**src/rtl/pixel_framer.sv**
```systemverilog
// pixel_framer: binarises a raster stream of 8-bit pixels into a HEIGHT x LENGTH
// bit image. One assembly buffer fills while one registered output frame waits
// for the downstream valid/ready handshake.
module pixel_framer #(
  parameter int HEIGHT = 28,
  parameter int LENGTH = 28,
  parameter int THRESH = 128
) (
  input  logic                           clk,
  input  logic                           rst_n,
  input  logic                           pix_valid,
  output logic                           pix_ready,
  input  logic [7:0]                     pix_data,
  input  logic                           pix_sof,
  output logic                           img_valid,
  input  logic                           img_ready,
  output logic [HEIGHT-1:0][LENGTH-1:0]  image,
  output logic                           frame_err,
  output logic [15:0]                    frame_cnt
);

  localparam int RW = (HEIGHT > 1) ? $clog2(HEIGHT) : 1;
  localparam int CW = (LENGTH > 1) ? $clog2(LENGTH) : 1;
  localparam logic [RW-1:0] ROW_LAST = RW'(HEIGHT - 1);
  localparam logic [CW-1:0] COL_LAST = CW'(LENGTH - 1);
  localparam logic [7:0]    THR      = 8'(THRESH);

  logic [RW-1:0]                   row_q, row_d;
  logic [CW-1:0]                   col_q, col_d;
  logic [HEIGHT-1:0][LENGTH-1:0]   asm_q, asm_d;
  logic                            asm_full_q, asm_full_d;
  logic [HEIGHT-1:0][LENGTH-1:0]   image_q, image_d;
  logic                            img_valid_q, img_valid_d;
  logic                            frame_err_q, frame_err_d;
  logic [15:0]                     frame_cnt_q, frame_cnt_d;

  logic          accept_s;
  logic          pix_bit_s;
  logic [RW-1:0] wr_row_s;
  logic [CW-1:0] wr_col_s;
  logic          wr_last_s;
  logic          complete_s;
  logic          out_hs_s;
  logic          out_free_s;

  // Handshake qualifiers and the write position of the current beat (SOF forces (0,0)).
  always_comb begin
    accept_s   = pix_valid && !asm_full_q;
    pix_bit_s  = (pix_data >= THR);
    if (pix_sof) begin
      wr_row_s = '0;
      wr_col_s = '0;
    end else begin
      wr_row_s = row_q;
      wr_col_s = col_q;
    end
    wr_last_s  = (wr_row_s == ROW_LAST) && (wr_col_s == COL_LAST);
    complete_s = accept_s && wr_last_s;
    out_hs_s   = img_valid_q && img_ready;
    out_free_s = !img_valid_q || img_ready;
  end

  // Next-state logic: raster counters, assembly buffer, output frame and status.
  always_comb begin
    row_d       = row_q;
    col_d       = col_q;
    asm_d       = asm_q;
    asm_full_d  = asm_full_q;
    image_d     = image_q;
    img_valid_d = img_valid_q;
    frame_err_d = 1'b0;

    if (accept_s) begin
      asm_d[wr_row_s][wr_col_s] = pix_bit_s;
      if (wr_col_s == COL_LAST) begin
        col_d = '0;
        if (wr_row_s == ROW_LAST) begin
          row_d = '0;
        end else begin
          row_d = wr_row_s + 1'b1;
        end
      end else begin
        col_d = wr_col_s + 1'b1;
        row_d = wr_row_s;
      end
      // SOF away from (0,0) restarts the frame; the old partial bits get overwritten.
      if (pix_sof && ((row_q != '0) || (col_q != '0))) begin
        frame_err_d = 1'b1;
      end else begin
        frame_err_d = 1'b0;
      end
    end else begin
      frame_err_d = 1'b0;
    end

    if (complete_s) begin
      if (out_free_s) begin
        image_d     = asm_d;
        img_valid_d = 1'b1;
      end else begin
        asm_full_d  = 1'b1;
      end
    end else if (asm_full_q && out_hs_s) begin
      // Pending frame moves to the output with no bubble on img_valid.
      image_d     = asm_q;
      asm_full_d  = 1'b0;
      img_valid_d = 1'b1;
    end else if (out_hs_s) begin
      img_valid_d = 1'b0;
    end else begin
      img_valid_d = img_valid_q;
    end

    if (out_hs_s) begin
      frame_cnt_d = frame_cnt_q + 16'd1;
    end else begin
      frame_cnt_d = frame_cnt_q;
    end
  end

  // State registers with asynchronous active-low reset.
  always_ff @(posedge clk or negedge rst_n) begin
    if (!rst_n) begin
      row_q       <= '0;
      col_q       <= '0;
      asm_q       <= '0;
      asm_full_q  <= 1'b0;
      image_q     <= '0;
      img_valid_q <= 1'b0;
      frame_err_q <= 1'b0;
      frame_cnt_q <= 16'd0;
    end else begin
      row_q       <= row_d;
      col_q       <= col_d;
      asm_q       <= asm_d;
      asm_full_q  <= asm_full_d;
      image_q     <= image_d;
      img_valid_q <= img_valid_d;
      frame_err_q <= frame_err_d;
      frame_cnt_q <= frame_cnt_d;
    end
  end

  assign pix_ready = !asm_full_q;
  assign img_valid = img_valid_q;
  assign image     = image_q;
  assign frame_err = frame_err_q;
  assign frame_cnt = frame_cnt_q;

endmodule
```
**config.mk**
```make
export PLATFORM = sky130hd
export DESIGN_NAME = pixel_framer
export DESIGN_NICKNAME = d
export VERILOG_FILES = /design/src/rtl/pixel_framer.sv
export SDC_FILE = /design/constraint.sdc
export NUM_CORES = 2
export LEC_CHECK = 0
export CAP_MARGIN = 20
export CORE_UTILIZATION = 55
export CTS_BUF_LIST = sky130_fd_sc_hd__clkbuf_8
export DETAILED_ROUTE_END_ITERATION = 10
export MAX_ROUTING_LAYER = met4
export PLACE_DENSITY = 0.79
export SLEW_MARGIN = 20
export SYNTH_ARGS = -nofsm -noshare
export SYNTH_HDL_FRONTEND = slang
export SYNTH_SLANG_ARGS = --single-unit
```
**constraint.sdc**
```tcl
create_clock -name clk -period 3.86 [get_ports clk]
set_clock_uncertainty 0.1 [all_clocks]
set_input_delay 0.386 -clock clk [delete_from_list [all_inputs] [get_ports clk]]
set_output_delay 0.386 -clock clk [all_outputs]
set_load 0.01 [all_outputs]
```
-- Word-level counts from Yosys, hierarchy flattened
Index checks and enable logic that the tools add are counted.
- register bits after elaboration: 1597
- input port bits: 13
- output and inout bits: 803
- word-level logic and storage cells: 116
- add/subtract/negate cells: 3
- $lt $le $gt $ge: 5
- equality and inequality tests: 4
- muxes and demuxes: 23
- reduce and logical (&&, ||, !) cells: 19
- operators by type and width (operator ; number):
    $mux W784 ; 4
    $bwmux W784 ; 1
    $demux W28 S5 ; 1
    $mux W28 ; 1
    $mux W5 ; 5
    $add A16 B1 Y16 const B ; 1
    $lt A5 B6 Y1 const B ; 2
    $add A5 B1 Y5 const B ; 2
    $eq A5 B5 Y1 const B ; 2
    $ge A5 B1 Y1 const B ; 2
    $mux W1 ; 10
    $reduce_bool A5 Y1 ; 2
    $ge A8 B8 Y1 const B ; 1
    $logic_and A1 B1 Y1 ; 8
    $reduce_and A2 Y1 ; 3
    $demux W1 S5 ; 1
    $reduce_bool A3 Y1 ; 1
    $logic_not A1 Y1 ; 2
    $logic_or A1 B1 Y1 ; 2
    $ne A2 B1 Y1 const B ; 1
    $ne A2 B2 Y1 const B ; 1
    $reduce_bool A2 Y1 ; 1

-- Depth between registers and ports, before layout
- depth in word-level cells: 11
- gate-level depth with buffers: 15
- depth with buffers taken out: 7

-- Worst setup path after synthesis
No wires, ideal clock.
- path type: input to register
- start: in pix_sof
- end: reg image_q (netlist bit image[27])
- setup time: 0.125 ns
- arrival time: 3.429 ns
- slack: 0.206 ns
- stages: 14
- cell sequence: buf_2 -> clkbuf_1 -> clkbuf_1 -> clkbuf_1 -> clkbuf_1 -> nor2b_1 -> ha_1 -> clkbuf_1 -> nand2_1 -> o41ai_4 -> nand2_2 -> buf_2 -> clkbuf_1 -> mux2_2
- cells in the longest elaborated chain, start to end: 11
- elaborated cells between the ends (all ways): 23
- RTL lines (element ; RTL line ; text):
    from (decl) ; 14 ; input logic pix_sof,
    $mux W5 ; 50 ; if (pix_sof) begin
    $lt A5 B6 Y1 (implied by the code) / $ge A5 B1 Y1 (equally long branches) ; 74 ; asm_d[wr_row_s][wr_col_s] = pix_bit_s;
    $logic_and A1 B1 Y1 (implied by the code) ; 74 ;
    $mux W1 (implied by the code) ; 74 ;
    $demux W1 S5 ; 74 ;
    $mux W28 (implied by the code) ; 74 ;
    $demux W28 S5 ; 74 ;
    $bwmux W784 ; 74 ;
    $mux W784 ; 73 ; if (accept_s) begin
    $mux W784 ; 97 ; if (out_free_s) begin
    $mux W784 ; 96 ; if (complete_s) begin
    to (signal assigned) ; 137 ; image_q <= image_d;
    to (decl) ; 32 ; logic [HEIGHT-1:0][LENGTH-1:0] image_q, image_d;
Parallel ways exist; a longest one is shown, timed or not. The select of a mux whose other input is x is not followed.
A chain may end at the register's enable or synchronous reset.

-- Worst setup path after layout
- start: reg row_q[0]
- end: reg image_q (netlist bit image[82])
- cells in the longest elaborated chain, start to end: 9
- elaborated cells between the ends (all ways): 16
- RTL lines (element ; RTL line ; text):
    from (decl) ; 28 ; logic [RW-1:0] row_q, row_d;
    from (signal assigned) ; 133 ; row_q <= row_d;
    $mux W5 (*) ; 50 ;
    $lt A5 B6 Y1 (implied by the code) / $ge A5 B1 Y1 (equally long branches) ; 74 ;
    $logic_and A1 B1 Y1 (implied by the code) ; 74 ;
    $mux W28 (implied by the code) ; 74 ;
    $demux W28 S5 ; 74 ;
    $bwmux W784 ; 74 ;
    $mux W784 ; 73 ;
    $mux W784 ; 97 ;
    $mux W784 ; 96 ;
Every way passes the cells marked *; elsewhere a longest branch is shown, timed or not. The select of a mux whose other input is x is not followed.

==> Flow_metrics.wiki <==
{| class="wikitable"
! Metric !! Value
|-
| Max_cap viols || 0
|-
| Full die area || 118000 µm²
|-
| Cells on Worst Hold Path || 4
|-
| Post-CTS clock slew at the launch and capture registers of the worst setup and hold paths || 70 ps
|-
| Library cells used by synthesis || 62
|-
| Share of final-layout standard cells stronger than drive strength 1 || 0.239
|-
| Setup Viol. Count Final || 0
|-
| TritonCTS Buffers || 240
|-
| Clock tree sinks || 1597
|-
| Remaining max-slew budget at the tightest pin || 0.271
|-
| Maximum fanout count along the critical path || 110
|-
| Global routing usage summed across all routing layers || 0.399
|-
| Destination of the worst register-to-register timing path || image[82]
|-
| Remaining antenna violation count after routing || 0
|-
| Horizontal extent of the die || 343 µm
|-
| Crit Reg-Reg Startpoint || row_q[0]
|-
| First-pass GRT wire length || 331000 µm
|-
| Avg Cell Area, Syn || 11.9 µm²
|-
| Cell at the root of the clock tree || sky130_fd_sc_hd__clkbuf_8
|-
| Arrival time at the worst endpoint || 4480 ps
|-
| Synthesized netlist net count || 5414
|-
| Worst setup startpoint || row_q[0]
|-
| Library cell occupying the most area in the post-synthesis netlist || sky130_fd_sc_hd__dfrtp_1
|-
| Utilization after layout || 0.693
|-
| Post-CTS Setup Repair Bufs || 0
|-
| Gate count after technology mapping || 5392
|-
| Effective utilization at floorplan || 0.558
|-
| Total number of nets in the final design || 6221
|-
| Ys flop type || sky130_fd_sc_hd__dfrtp_1
|-
| Vias in the first global route || 49400
|-
| DR iter-0 viols || 5821
|-
| Height of the die || 343 µm
|-
| Min Tclk post-route || 3790 ps
|-
| Startpoint of the worst hold path || img_ready
|-
| Register bit count reported by yosys || 1597
|-
| Number of cell instances on the worst register-to-register path || 7
|-
| Critical Setup Path Class || reg -> reg
|-
| GR Overflow Total || 0
|-
| Number of warning messages in the yosys log || 0
|-
| Highest clock frequency the design can meet || 0.264 GHz
|-
| Endpoints failing hold || 0
|-
| Ys async rst share || 1.00
|-
| Wire length per cell after detailed routing || 29.0 µm
|-
| IR Drop Worst-Case VDD || 331 µV
|-
| Num rows || 124
|-
| Most frequent cells in the layout || 1596 x sky130_fd_sc_hd__dfrtp_1, 853 x sky130_fd_sc_hd__mux2_2, 805 x sky130_fd_sc_hd__clkdlybuf4s50_1, 672 x sky130_fd_sc_hd__nand2_1, 668 x sky130_fd_sc_hd__o21ai_0
|-
| H-tree level count || 4
|-
| Type of element launching the critical path || flip-flop
|-
| Leak || 0.0405 µW
|-
| Endpoint kind of the worst setup timing path || flip-flop
|-
| Largest cells by area after synthesis || sky130_fd_sc_hd__dfrtp_1 62%, sky130_fd_sc_hd__mux2_2 15%, sky130_fd_sc_hd__o21ai_0 5.2%, sky130_fd_sc_hd__nand3_1 5.1%, sky130_fd_sc_hd__nand2_1 4.0%
|-
| Final TNS setup || 0 ps
|-
| Area growth syn-to-layout || 24.2%
|-
| Number of placed I/O pins || 816
|-
| WL final || 229000 µm
|-
| DRC violation count after routing || 0
|-
| Via count || 49800
|-
| Power density normalized to cell area || 409 nW/µm²
|-
| Transition at the pin with the smallest max-transition slack || 1090 ps
|-
| Sequential fraction of the synthesis area || 0.623
|-
| Run status || finished, final reports clean
|-
| Critical path capture point || image[82]
|-
| Number of enable-type register cells in the synthesized netlist || 0
|-
| Leading cell type in the layout, fill and taps excluded || sky130_fd_sc_hd__dfrtp_1
|-
| Core Footprint || 115000 µm²
|-
| Number of buffers inserted by port buffering || 808
|-
| Largest net degree at the start of global routing || 157
|-
| Dpl hpwl || 147000 µm
|-
| Number of antenna violations at the first check in global routing || 10
|-
| Share of the cycle needed by the critical path after routing || 0.981
|-
| Type of the tightest min-delay check || in -> reg
|-
| Last weighted congestion value of the routability-driven placer || 0.945
|-
| Pins over their slew limit || 0
|-
| Internal reg-to-reg setup slack || 70 ps
|-
| Routed via count divided by cell count || 6.30
|-
| Worst skew pair latency || 980 ps
|-
| Mapped cell area || 64100 µm²
|-
| CTS Buffer Depth || 3
|-
| Number of detailed-route iterations in the first pass || 8
|-
| WP data required || 4550 ps
|-
| Worst hold-check slack || 200 ps
|-
| TritonCTS clock tree || yes
|-
| Setup repair after global routing missed its margin || false
|-
| Area share of the largest cell type after synthesis || 0.623
|}
[synthesized netlist by cell type, types with 3 or more instances]
library cell and instances:
sky130_fd_sc_hd__dfrtp_1 1597, sky130_fd_sc_hd__mux2_2 853, sky130_fd_sc_hd__nand2_1 688, sky130_fd_sc_hd__o21ai_0 668, sky130_fd_sc_hd__nand3_1 648, sky130_fd_sc_hd__clkbuf_1 350, sky130_fd_sc_hd__nor2_1 118, sky130_fd_sc_hd__buf_2 87
sky130_fd_sc_hd__mux2_1 64, sky130_fd_sc_hd__nand4_1 28, sky130_fd_sc_hd__nor3_1 21, sky130_fd_sc_hd__inv_1 20, sky130_fd_sc_hd__o31ai_1 15, sky130_fd_sc_hd__and3_1 14, sky130_fd_sc_hd__nand3b_1 13, sky130_fd_sc_hd__nor2b_1 13
sky130_fd_sc_hd__o211ai_1 11, sky130_fd_sc_hd__xnor2_1 11, sky130_fd_sc_hd__a21oi_1 10, sky130_fd_sc_hd__mux2_4 10, sky130_fd_sc_hd__nor4_1 10, sky130_fd_sc_hd__and2_1 9, sky130_fd_sc_hd__buf_6 9, sky130_fd_sc_hd__ha_1 9
sky130_fd_sc_hd__mux2i_1 9, sky130_fd_sc_hd__buf_1 8, sky130_fd_sc_hd__a311oi_1 7, sky130_fd_sc_hd__o41a_1 7, sky130_fd_sc_hd__a31o_2 6, sky130_fd_sc_hd__nand4b_1 5, sky130_fd_sc_hd__nand4bb_1 5, sky130_fd_sc_hd__nor4bb_1 5
sky130_fd_sc_hd__or3_1 5, sky130_fd_sc_hd__a32o_1 4, sky130_fd_sc_hd__and2_0 4, sky130_fd_sc_hd__nor4b_1 4, sky130_fd_sc_hd__xor2_1 4, sky130_fd_sc_hd__a31oi_1 3, sky130_fd_sc_hd__nand2b_1 3, sky130_fd_sc_hd__o21ai_1 3
sky130_fd_sc_hd__or3b_2 3
[per-layer routing]
metal,share of wire,GRT usage,vias up,wire length (µm)
li1,-,-,20400,-
met1,0.36,0.496,25200,83200
met2,0.45,0.578,3468,102000
met3,0.12,0.121,785,28000
met4,0.069,0.236,0,15900
met5,0,-,-,0
[logic make-up after synthesis]
family	Yosys count	synth area share
AOI/OAI and AO/OA	744	0.0620
xor gates and xnor gates	15	0.00205
adders and majority gates	9	0.00176
buffers and inverters	475	0.0306
DFF	1597	0.623
muxes	936	0.165
and+or+nand+nor	1616	0.116
[stage by stage]
stage | setup WS (ps) | cell area, µm² | instances | total power, µW
after global routing | 47.3 | 79700 | 7906 | 33400
after global placement | 234 | 74600 | 7464 | 18500
after CTS | 238 | 79700 | 7902 | 32600
after detailed placement | 163 | 74600 | 7464 | 18500
after floorplan | 206 | 64100 | 5392 | 17700
final | 74.0 | 79700 | 7909 | 32600
[critical path: stages, from the launching register on]
cell	delay (ps)
sky130_fd_sc_hd__dfrtp_1	430
sky130_fd_sc_hd__nor2b_1	260
sky130_fd_sc_hd__ha_1	210
sky130_fd_sc_hd__or3b_1	540
sky130_fd_sc_hd__o41ai_4	620
sky130_fd_sc_hd__nand2_8	410
sky130_fd_sc_hd__buf_12	400
sky130_fd_sc_hd__mux2_1	440
[report_power, final]
group	switching [µW]	internal (µW)
clock network	6830	7490
registers	74.9	16800
logic	1070	267
total	7970	24600
[cell type report]
class,count,area (µm²)
fill,7933,35300
inverter,21,78.8
clock inverter,126,776
tap,1512,1890
antenna,7,17.5
timing repair buffer,1019,10200
multi-input combinational,3320,22600
clock buffer,307,4230
sequential,1597,40000
[flip-flops by register name, indices dropped and copies added (netlist names)]
register / flops
asm_full_q: 1
asm_q: 784
col_q: 5
frame_cnt: 16
frame_err: 1
image: 784
img_valid: 1
row_q: 5
[how the worst min path moves through the flow]
stage,end,slack (ps)
floorplan,asm_full_q,-10
global placement,asm_q[76],270
detailed placement,asm_q[76],270
CTS,img_valid,150
global route,img_valid,170
finish,img_valid,200
[repair_timing]
item                                    CTS  global route
hold buffers                              5             0
endpoints found under the hold margin  1355             0
resized for setup                         0             0
Note: power is estimated with default switching activity, not from simulation.
